==> config.mk <==
export PLATFORM = sky130hd
export DESIGN_NAME = axi_mm_arbiter_n
export DESIGN_NICKNAME = d
export VERILOG_FILES = /design/src/rtl/axi_mm_arbiter_n.sv
export SDC_FILE = /design/constraint.sdc
export NUM_CORES = 1
export LEC_CHECK = 0
export ABC_AREA = 1
export CAP_MARGIN = 25
export CORE_AREA = 2 2 309 311
export CTS_BUF_LIST = sky130_fd_sc_hd__clkbuf_4
export CTS_CLUSTER_DIAMETER = 120
export CTS_CLUSTER_SIZE = 16
export DETAILED_ROUTE_END_ITERATION = 10
export DIE_AREA = 0 0 311 313
export PLACE_DENSITY = 0.46
export SETUP_SLACK_MARGIN = 0.05
export SKIP_CTS_REPAIR_TIMING = 1
export SLEW_MARGIN = 5
export SYNTH_ARGS = -nofsm -noshare
export SYNTH_HDL_FRONTEND = slang
export SYNTH_SLANG_ARGS = --single-unit
==> constraint.sdc <==
create_clock -name clk -period 6.1 [get_ports clk]
set_input_delay 1.22 -clock clk [delete_from_list [all_inputs] [get_ports clk]]
set_output_delay 1.22 -clock clk [all_outputs]
set_load 0.005 [all_outputs]
==> src/rtl/axi_mm_arbiter_n.sv <==
// rtl/axi_mm_arbiter_n.sv - N-master burst-locked arbiter onto one AXI-MM core port
module axi_mm_arbiter_n_chan #(
    parameter int N_MASTERS = 3,
    parameter int ARB_MODE  = 1
) (
    input  logic                 clk,
    input  logic                 rst,
    input  logic [N_MASTERS-1:0] hold_mask,
    input  logic [N_MASTERS-1:0] req_valid,
    input  logic                 req_fire,
    input  logic [31:0]          len_sel,
    input  logic                 beat,
    output logic [N_MASTERS-1:0] grant,
    output logic                 in_req,
    output logic                 in_data,
    output logic                 busy
);
    localparam int PW = $clog2(N_MASTERS);

    typedef enum logic [1:0] {S_IDLE, S_REQ, S_DATA} state_t;

    state_t                 state_q, state_d;
    logic [N_MASTERS-1:0]   grant_q, grant_d, win;
    logic [PW-1:0]          ptr_q, ptr_d, widx;
    logic [32:0]            cnt_q, cnt_d;

    function automatic logic [N_MASTERS-1:0] pick(input logic [N_MASTERS-1:0] elig,
                                                  input logic [PW-1:0] ptr);
        logic [N_MASTERS-1:0] res;
        logic                 found;
        logic [PW-1:0]        sel;
        res   = '0;
        found = 1'b0;
        for (int k = 0; k < N_MASTERS; k++) begin
            sel = (ARB_MODE == 1) ? PW'((int'(ptr) + k) % N_MASTERS) : PW'(k);
            if (!found && elig[sel]) begin
                res[sel] = 1'b1;
                found    = 1'b1;
            end
        end
        return res;
    endfunction

    always_comb begin
        widx = '0;
        for (int k = 0; k < N_MASTERS; k++)
            if (win[k]) widx = PW'(k);
    end

    assign win = pick(req_valid & ~hold_mask, ptr_q);

    always_comb begin
        state_d = state_q;
        grant_d = grant_q;
        ptr_d   = ptr_q;
        cnt_d   = cnt_q;
        case (state_q)
            S_IDLE: if (|win) begin
                grant_d = win;
                state_d = S_REQ;
                if (ARB_MODE == 1)
                    ptr_d = (widx == PW'(N_MASTERS - 1)) ? '0 : widx + 1'b1;
            end
            S_REQ: if (req_fire) begin
                // 33 bits so len = 0xFFFF_FFFF gives 2^32 beats without wrapping
                cnt_d   = {1'b0, len_sel} + 33'd1;
                state_d = S_DATA;
            end
            S_DATA: if (beat) begin
                cnt_d = cnt_q - 33'd1;
                if (cnt_q == 33'd1) begin
                    state_d = S_IDLE;
                    grant_d = '0;
                end
            end
            default: begin
                state_d = S_IDLE;
                grant_d = '0;
            end
        endcase
    end

    always_ff @(posedge clk) begin
        if (rst) begin
            state_q <= S_IDLE;
            grant_q <= '0;
            ptr_q   <= '0;
            cnt_q   <= '0;
        end else begin
            state_q <= state_d;
            grant_q <= grant_d;
            ptr_q   <= ptr_d;
            cnt_q   <= cnt_d;
        end
    end

    assign grant   = grant_q;
    assign in_req  = (state_q == S_REQ);
    assign in_data = (state_q == S_DATA);
    assign busy    = (state_q != S_IDLE);
endmodule

module axi_mm_arbiter_n #(
    parameter int AXI_AWIDTH = 32,
    parameter int AXI_DWIDTH = 32,
    parameter int N_MASTERS  = 3,
    parameter int ARB_MODE   = 1
) (
    input  logic                            clk,
    input  logic                            rst,
    input  logic [N_MASTERS-1:0]            hold_mask,
    input  logic [N_MASTERS-1:0]            m_read_request_valid,
    output logic [N_MASTERS-1:0]            m_read_request_ready,
    input  logic [N_MASTERS*AXI_AWIDTH-1:0] m_read_addr,
    input  logic [N_MASTERS*32-1:0]         m_read_len,
    input  logic [N_MASTERS*3-1:0]          m_read_size,
    input  logic [N_MASTERS*2-1:0]          m_read_burst,
    output logic [AXI_DWIDTH-1:0]           m_read_data,
    output logic [N_MASTERS-1:0]            m_read_data_valid,
    input  logic [N_MASTERS-1:0]            m_read_data_ready,
    input  logic [N_MASTERS-1:0]            m_write_request_valid,
    output logic [N_MASTERS-1:0]            m_write_request_ready,
    input  logic [N_MASTERS*AXI_AWIDTH-1:0] m_write_addr,
    input  logic [N_MASTERS*32-1:0]         m_write_len,
    input  logic [N_MASTERS*3-1:0]          m_write_size,
    input  logic [N_MASTERS*2-1:0]          m_write_burst,
    input  logic [N_MASTERS*AXI_DWIDTH-1:0] m_write_data,
    input  logic [N_MASTERS-1:0]            m_write_data_valid,
    output logic [N_MASTERS-1:0]            m_write_data_ready,
    output logic                            core_read_request_valid,
    output logic [AXI_AWIDTH-1:0]           core_read_addr,
    output logic [31:0]                     core_read_len,
    output logic [2:0]                      core_read_size,
    output logic [1:0]                      core_read_burst,
    output logic                            core_read_data_ready,
    input  logic                            core_read_request_ready,
    input  logic [AXI_DWIDTH-1:0]           core_read_data,
    input  logic                            core_read_data_valid,
    output logic                            core_write_request_valid,
    output logic [AXI_AWIDTH-1:0]           core_write_addr,
    output logic [31:0]                     core_write_len,
    output logic [2:0]                      core_write_size,
    output logic [1:0]                      core_write_burst,
    output logic [AXI_DWIDTH-1:0]           core_write_data,
    output logic                            core_write_data_valid,
    input  logic                            core_write_request_ready,
    input  logic                            core_write_data_ready,
    output logic [N_MASTERS-1:0]            rd_grant,
    output logic [N_MASTERS-1:0]            wr_grant,
    output logic                            rd_busy,
    output logic                            wr_busy
);
    logic                  rd_in_req, rd_in_data, wr_in_req, wr_in_data;
    logic [AXI_AWIDTH-1:0] rd_addr_g, wr_addr_g;
    logic [31:0]           rd_len_g, wr_len_g;
    logic [2:0]            rd_size_g, wr_size_g;
    logic [1:0]            rd_burst_g, wr_burst_g;
    logic [AXI_DWIDTH-1:0] wr_data_g;

    always_comb begin
        rd_addr_g = '0; rd_len_g = '0; rd_size_g = '0; rd_burst_g = '0;
        wr_addr_g = '0; wr_len_g = '0; wr_size_g = '0; wr_burst_g = '0;
        wr_data_g = '0;
        for (int i = 0; i < N_MASTERS; i++) begin
            if (rd_grant[i]) begin
                rd_addr_g  = m_read_addr[i*AXI_AWIDTH +: AXI_AWIDTH];
                rd_len_g   = m_read_len[i*32 +: 32];
                rd_size_g  = m_read_size[i*3 +: 3];
                rd_burst_g = m_read_burst[i*2 +: 2];
            end
            if (wr_grant[i]) begin
                wr_addr_g  = m_write_addr[i*AXI_AWIDTH +: AXI_AWIDTH];
                wr_len_g   = m_write_len[i*32 +: 32];
                wr_size_g  = m_write_size[i*3 +: 3];
                wr_burst_g = m_write_burst[i*2 +: 2];
                wr_data_g  = m_write_data[i*AXI_DWIDTH +: AXI_DWIDTH];
            end
        end
    end

    // Read channel: request muxed in REQ, response steered to the owner in DATA
    assign core_read_request_valid = rd_in_req & |(m_read_request_valid & rd_grant);
    assign core_read_addr          = rd_in_req ? rd_addr_g  : '0;
    assign core_read_len           = rd_in_req ? rd_len_g   : '0;
    assign core_read_size          = rd_in_req ? rd_size_g  : '0;
    assign core_read_burst         = rd_in_req ? rd_burst_g : '0;
    assign m_read_request_ready    = {N_MASTERS{rd_in_req & core_read_request_ready}} & rd_grant;
    assign m_read_data             = rd_in_data ? core_read_data : '0;
    assign m_read_data_valid       = {N_MASTERS{rd_in_data & core_read_data_valid}} & rd_grant;
    assign core_read_data_ready    = rd_in_data & |(m_read_data_ready & rd_grant);

    assign core_write_request_valid = wr_in_req & |(m_write_request_valid & wr_grant);
    assign core_write_addr          = wr_in_req ? wr_addr_g  : '0;
    assign core_write_len           = wr_in_req ? wr_len_g   : '0;
    assign core_write_size          = wr_in_req ? wr_size_g  : '0;
    assign core_write_burst         = wr_in_req ? wr_burst_g : '0;
    assign m_write_request_ready    = {N_MASTERS{wr_in_req & core_write_request_ready}} & wr_grant;
    assign core_write_data          = wr_in_data ? wr_data_g : '0;
    assign core_write_data_valid    = wr_in_data & |(m_write_data_valid & wr_grant);
    assign m_write_data_ready       = {N_MASTERS{wr_in_data & core_write_data_ready}} & wr_grant;

    axi_mm_arbiter_n_chan #(.N_MASTERS(N_MASTERS), .ARB_MODE(ARB_MODE)) u_rd (
        .clk       (clk),
        .rst       (rst),
        .hold_mask (hold_mask),
        .req_valid (m_read_request_valid),
        .req_fire  (core_read_request_valid & core_read_request_ready),
        .len_sel   (rd_len_g),
        .beat      (core_read_data_valid & core_read_data_ready),
        .grant     (rd_grant),
        .in_req    (rd_in_req),
        .in_data   (rd_in_data),
        .busy      (rd_busy)
    );

    axi_mm_arbiter_n_chan #(.N_MASTERS(N_MASTERS), .ARB_MODE(ARB_MODE)) u_wr (
        .clk       (clk),
        .rst       (rst),
        .hold_mask (hold_mask),
        .req_valid (m_write_request_valid),
        .req_fire  (core_write_request_valid & core_write_request_ready),
        .len_sel   (wr_len_g),
        .beat      (core_write_data_valid & core_write_data_ready),
        .grant     (wr_grant),
        .in_req    (wr_in_req),
        .in_data   (wr_in_data),
        .busy      (wr_busy)
    );
endmodule

==> results of run 1 <==
==> area by class of cell <==
type	instances	area [um^2]	area share (%)
diodes	5	12.5	0.0583
clock buffers	9	67.6	0.315
clock inverters	7	53.8	0.250
inverters	216	815	3.79
multi-input cells	1895	9190	42.8
flip-flops and latches	80	1610	7.50
well taps	1265	1580	7.37
repair buffers	818	8150	37.9
==> cell families (layout without fill, tap and decap cells) <==
kind of cell	Yosys count	count (layout)	synth area share [%]
simple gates	1165	1165	40.9
compound gates	668	668	29.3
buf+inv	347	1050	11.7
flops	80	80	13.1
xor+xnor	45	45	3.23
fa+ha+maj	17	17	1.74
other cells	0	5	0
==> stage by stage <==
| stage | cell area (um^2) | util, % | setup slack, ns | std cells |
|---|---|---|---|---|
| 6_report | 21500 | 22.8 | 1.34 | 4295 |
| 5_1_grt | 21500 | 22.8 | 0.965 | 4293 |
| 4_1_cts | 21400 | 22.8 | 1.07 | 4289 |
| 3_5_place_dp | 21300 | 22.6 | 1.29 | 4273 |
| 3_3_place_gp | 21300 | 22.6 | 1.26 | 4273 |
| 2_1_floorplan | 12200 | - | 3.18 | 2322 |
==> path summary, 6_finish.rpt <==
check / endpoint / cells after the start
max: core_read_request_valid / 6
min reg2reg: u_wr.ptr_q[1] / 2
max reg2reg: u_rd.cnt_q[11] / 12
min: u_wr.ptr_q[1] / 2
==> worst min-delay path, cell delays in order, from the launching register on <==
cell	delay (ns)
dfxtp_1	0.36
nand2_1	0.07
a21oi_1	0.05
==> flip-flops by register name (all words and copies together), names as in the netlist <==
register / count
u_rd.grant: 3
u_rd.ptr_q: 2
u_wr.cnt_q: 33
u_rd.state_q: 2
u_wr.ptr_q: 2
u_rd.cnt_q: 33
u_wr.grant: 3
u_wr.state_q: 2
==> layer usage <==
layer  vias up  global-route usage, %  wire [um]  part of all wire [%]
met3        78                   2.79       4190                   5.4
li1       9034                      -          -                     -
met4         0                   3.10       1420                   1.8
met2       643                   29.3      41000                    52
met5         -                      0          0                     0
met1      8113                   17.7      31700                    41
==> layout by cell type, fill, tap and decap left out, types with 4 or more instances in the layout <==
cell type and instances:
nor3_1 21, nor4_1 4, inv_2 7, o21ai_0 211
or2_2 20, nand2_2 19, nand3b_1 4, clkinv_1 10
diode_2 5, nor2_4 10, a21oi_1 366, a221oi_1 5
nand4_1 37, nor2_1 296, o21ai_1 14, clkdlybuf4s50_1 788
a211oi_1 4, dfxtp_1 76, a21oi_2 25, xnor2_1 11
o21ai_2 7, a31oi_1 21, clkbuf_4 9, inv_1 198
ha_1 16, nand3_1 114, nand2_4 4, nor2_2 17
nand2_1 606, xor2_1 34, buf_4 28
==> report_power, final <==
group | switching [uW] | total, uW | leakage, uW | internal [uW]
sequential | 278 | 957 | 0.000656 | 679
clock | 246 | 333 | 0.0000610 | 86.6
combinational | 3490 | 5560 | 0.00756 | 2070
==> run metrics, run 1 <==
Syn Inst Count=2,322; CTS max path bufs=2; Core Box Area=0.0942 mm^2; hold wc startpoint=u_wr.ptr_q[1]; Mean Syn Cell Area=5.26 um^2; die height=313 um; Buf/Inv on CP=4; Worst R2R Start=u_rd.grant[2]; Die W=311 um; area delta synth->final=75.8%; cell with the most instances after synthesis=nand2_1; worst hold path class=reg -> reg; Critical Path AT=3.54 ns; crit path kind=reg -> out; fillers=10,900; EDFF count, synth=0; later-pin clock latency in the skew report=0.57 ns; largest cells by area after synthesis=nand2_1, a21oi_1, dfxtp_1; layout cell share with drive strength beyond 1=5.72%; dpl hpwl=64.3 mm; outcome=finished, final reports clean; first-pass GRT wire length=115 mm; GRT Total Usage=15.3%; post-layout min period=4.76 ns; R2R setup slack=2.28 ns; worst-case clock skew=0.0369 ns; DRT antenna net count=0; Max-Cap Viols=0; Yosys warning count=0; Critical Path Fanout Max=46; post-synthesis async set-or-reset flop share=0%; row count=113; worst path required time=4.88 ns; Vias/cell=4.16; TritonRoute pass-1 iters=7; Slowest-stage cell, CP=dfxtp_2; detailed router's first-iteration violation count=943; Worst path top cell family by delay=buffers and inverters; pin count of the biggest net entering global routing=67; Worst setup SP type=flip-flop; H-tree Lvls=3; CTS tree=done; setup TNS=0 ns; area fraction of the dominant cell type after synthesis=18.6%; WL per Instance=18.2 um; Synth Flop Type=dfxtp_1; relative max-transition margin=32.2%; routability cong.=0.946; die area=0.0973 mm^2; grt total ovfl=0; P_leak=0.00828 uW; Port Buffer Count=788; Peak Freq=210 MHz; syn nets=2,902; clk slew on worst S/H paths=0.16 ns; Tot Pwr=6850 uW; Nets=3,600; largest area contributor in the netlist=nand2_1; Clock Sinks=80; RSZ-0062 raised after global routing=no; Pwr per Cell Area=319 mW/mm^2; Hold Vio Cnt, Final=0; final WL=78.3 mm; Tightest Pin Transition=1.01 ns; root buffer cell=clkbuf_4; Max VDD drop=116 uV; vias in the first global route=17,500; Crit. End Element=output port; max-slew violation count=0; CP Launch Point=u_rd.grant[2]; post-synthesis sequential area ratio=13.1%; worst hold slack=0.515 ns; synthesized area=0.0122 mm^2; Starting Density=13.0%; Inserted Clock Buffers=9; Synth Register Bits=80; CP max stage delay=0.84 ns; library cells used by synthesis=48; vias=17,900; crit path cell chain=inv_2 > buf_4 > o211ai_1 > nand2_1 > inv_1 > clkdlybuf4s50_1; # setup viols final=0; top cells by count, synth=nand2_1, a21oi_1, nor2_1; Top-Level Pins=789; antenna violations before repair=5; drt drc=0; fin crit share=78.1%
No activity file was read; power rests on OpenSTA's default activity.
==> run 2: changes to the inputs <==
Clock period 6.1 ns to 5 ns, I/O delays scaled along.
==> run metrics, run 2 (same netlist as run 1, synthesis figures left out) <==
outcome=finished, final reports clean; Most common cell on crit path=nand2_1; vias=17,900 (+0.26%); RSZ-0062 raised after global routing=no; Slowest-stage cell, CP=clkdlybuf4s50_1; Die W=311 um (unchanged); Critical Path AT=3.33 ns (-0.21 ns); Port Buffer Count=788 (unchanged); cell count of the worst reg-to-reg path=14 (+2); grt total ovfl=0 (unchanged); die area=0.0973 mm^2 (unchanged); Max VDD drop=154 uV (+32%); Critical R2R Capture=u_rd.cnt_q[29]; GRT busiest layer=met2; clk slew on worst S/H paths=0.16 ns (about the same); most frequent cells in the layout=clkdlybuf4s50_1, nand2_1, a21oi_1; Hold Vio Cnt, Final=0 (unchanged); TritonRoute pass-1 iters=5 (-2); fin crit share=86.5%; met3 usage=2.76% (-0.026 points); Core Box Area=0.0942 mm^2 (unchanged); Crit. End Element=output port; Worst R2R Start=u_rd.grant[0]; fillers=10,900 (+0.48%); GRT Total Usage=15.5% (+0.15 points); Max-Cap Viols=0 (unchanged); area delta synth->final=76.7%; detailed router's first-iteration violation count=1,066 (+13%); # placed instances=4,286 (+0.30%); relative max-transition margin=33.8% (+1.6 points); crit path cell chain=nor2_8 > buf_12 > nand2_1 > nand2_1 > o21ai_2 > nor2_1 > clkdlybuf4s50_1; Peak Freq=231 MHz; root buffer cell=clkbuf_4; later-pin clock latency in the skew report=0.55 ns (-0.02 ns); H-tree Lvls=3 (unchanged); Inserted Clock Buffers=9 (unchanged); most common cell after layout, fill and taps aside=clkdlybuf4s50_1; Min-Delay Endpoint=u_rd.ptr_q[1]; die height=313 um (unchanged); vias in the first global route=18,100 (+2.9%); met1 Use GR=17.9% (+0.26 points); first-pass GRT wire length=116 mm (+1.4%); Critical Path Fanout Max=49 (+6.5%); Hold Path Stages=2 (unchanged); Tightest Pin Transition=0.987 ns (-0.0271 ns); DRT antenna net count=0 (unchanged); max-slew violation count=0 (unchanged); worst path required time=4.00 ns (-0.88 ns); drt drc=0 (unchanged); CP max stage delay=0.59 ns (-0.25 ns); Pwr per Cell Area=392 mW/mm^2 (+23%); crit path kind=reg -> out; setup TNS=0 ns (unchanged); post-layout min period=4.33 ns; hold wc startpoint=u_rd.ptr_q[1]; met2 Track Usage GR=29.6% (+0.32 points); Top-Level Pins=789 (unchanged); P_leak=0.00835 uW (+0.84%); Clock Sinks=80 (unchanged); CTS tree=done; Worst path top cell family by delay=simple AND/OR/NAND/NOR gates; # setup viols final=0 (unchanged); pin count of the biggest net entering global routing=101 (+51%); worst hold path class=reg -> reg; routability cong.=0.949 (+0.26%); Vias/cell=4.16 (about the same); R2R setup slack=1.73 ns (-0.55 ns); Buf/Inv on CP=2 (-2); worst-case clock skew=0.0264 ns (-0.0106 ns); Largest regs=u_rd.cnt_q: 33 flops, u_wr.cnt_q: 33 flops; Starting Density=13.0% (unchanged); post-route insts no fill=4,307 (+0.28%); final WL=78.7 mm (+0.42%); layout cell share with drive strength beyond 1=6.12% (+0.41 points); Nets=3,612 (+0.33%); Worst setup SP type=flip-flop; antenna violations before repair=6 (+1); WL per Instance=18.3 um (+0.14%); dpl hpwl=64.4 mm (+0.12%); row count=113 (unchanged); worst hold slack=0.518 ns (+0.00277 ns); CTS max path bufs=2 (unchanged)
-- run 2: metal layers --
layer	wire [um]	part of all wire, %	up-vias
met5	0	0	-
met4	1090	1.4	0
met3	4000	5.1	62
met2	41100	52	614
met1	32500	41	8173
li1	-	-	9066
-- run 2: final cells by class --
class / instances / area [um^2] / share of cell area (%)
clock inverter: 6 / 68.8 / 0.319
clock buffer: 10 / 75.1 / 0.348
sequential: 80 / 1610 / 7.47
antenna: 5 / 12.5 / 0.0580
inverter: 216 / 815 / 3.77
tap: 1265 / 1580 / 7.33
multi-input combinational: 1895 / 9190 / 42.6
timing repair buffer: 830 / 8230 / 38.1
-- run 2: worst max path at each step --
stage                               start                  end  cells after the start
after floorplan             u_wr.grant[0]  core_write_data[21]                      7
final                       u_wr.grant[1]    core_write_len[2]                      7
after global placement    m_write_len[30]   core_write_len[30]                      6
after detailed placement  m_write_len[30]   core_write_len[30]                      7
after CTS                   u_wr.grant[1]    core_write_len[2]                      7
after global routing        u_wr.grant[1]    core_write_len[2]                      7
-- run 2: through the flow --
step	instance area [um^2]	worst slack, ns	utilization (%)	total power, uW
2_1_floorplan	12200	2.42	-	5090
3_3_place_gp	21400	0.533	22.7	8080
3_5_place_dp	21400	0.784	22.8	8080
4_1_cts	21600	0.330	22.9	8600
5_1_grt	21600	0.381	22.9	9350
6_report	21600	0.673	22.9	8460
-- run 2: report_power, final --
part | switching [uW] | internal [uW] | leakage, uW
logic | 4370 | 2560 | 0.00762
clock network | 287 | 160 | 0.0000770
registers | 252 | 828 | 0.000656
total | 4910 | 3550 | 0.00835
-- run 2: worst reg2reg max path, cell delays in order (launching register included) --
cell	delay [ns]
dfxtp_1	0.34
buf_4	0.26
inv_2	0.12
nor2_4	0.59
buf_4	0.29
nand2_1	0.06
nand2_1	0.13
nand2_2	0.13
nor2_4	0.22
nand2_1	0.18
nor3_1	0.38
nand3_1	0.12
nand2_1	0.17
nand2_1	0.08
a21oi_1	0.13
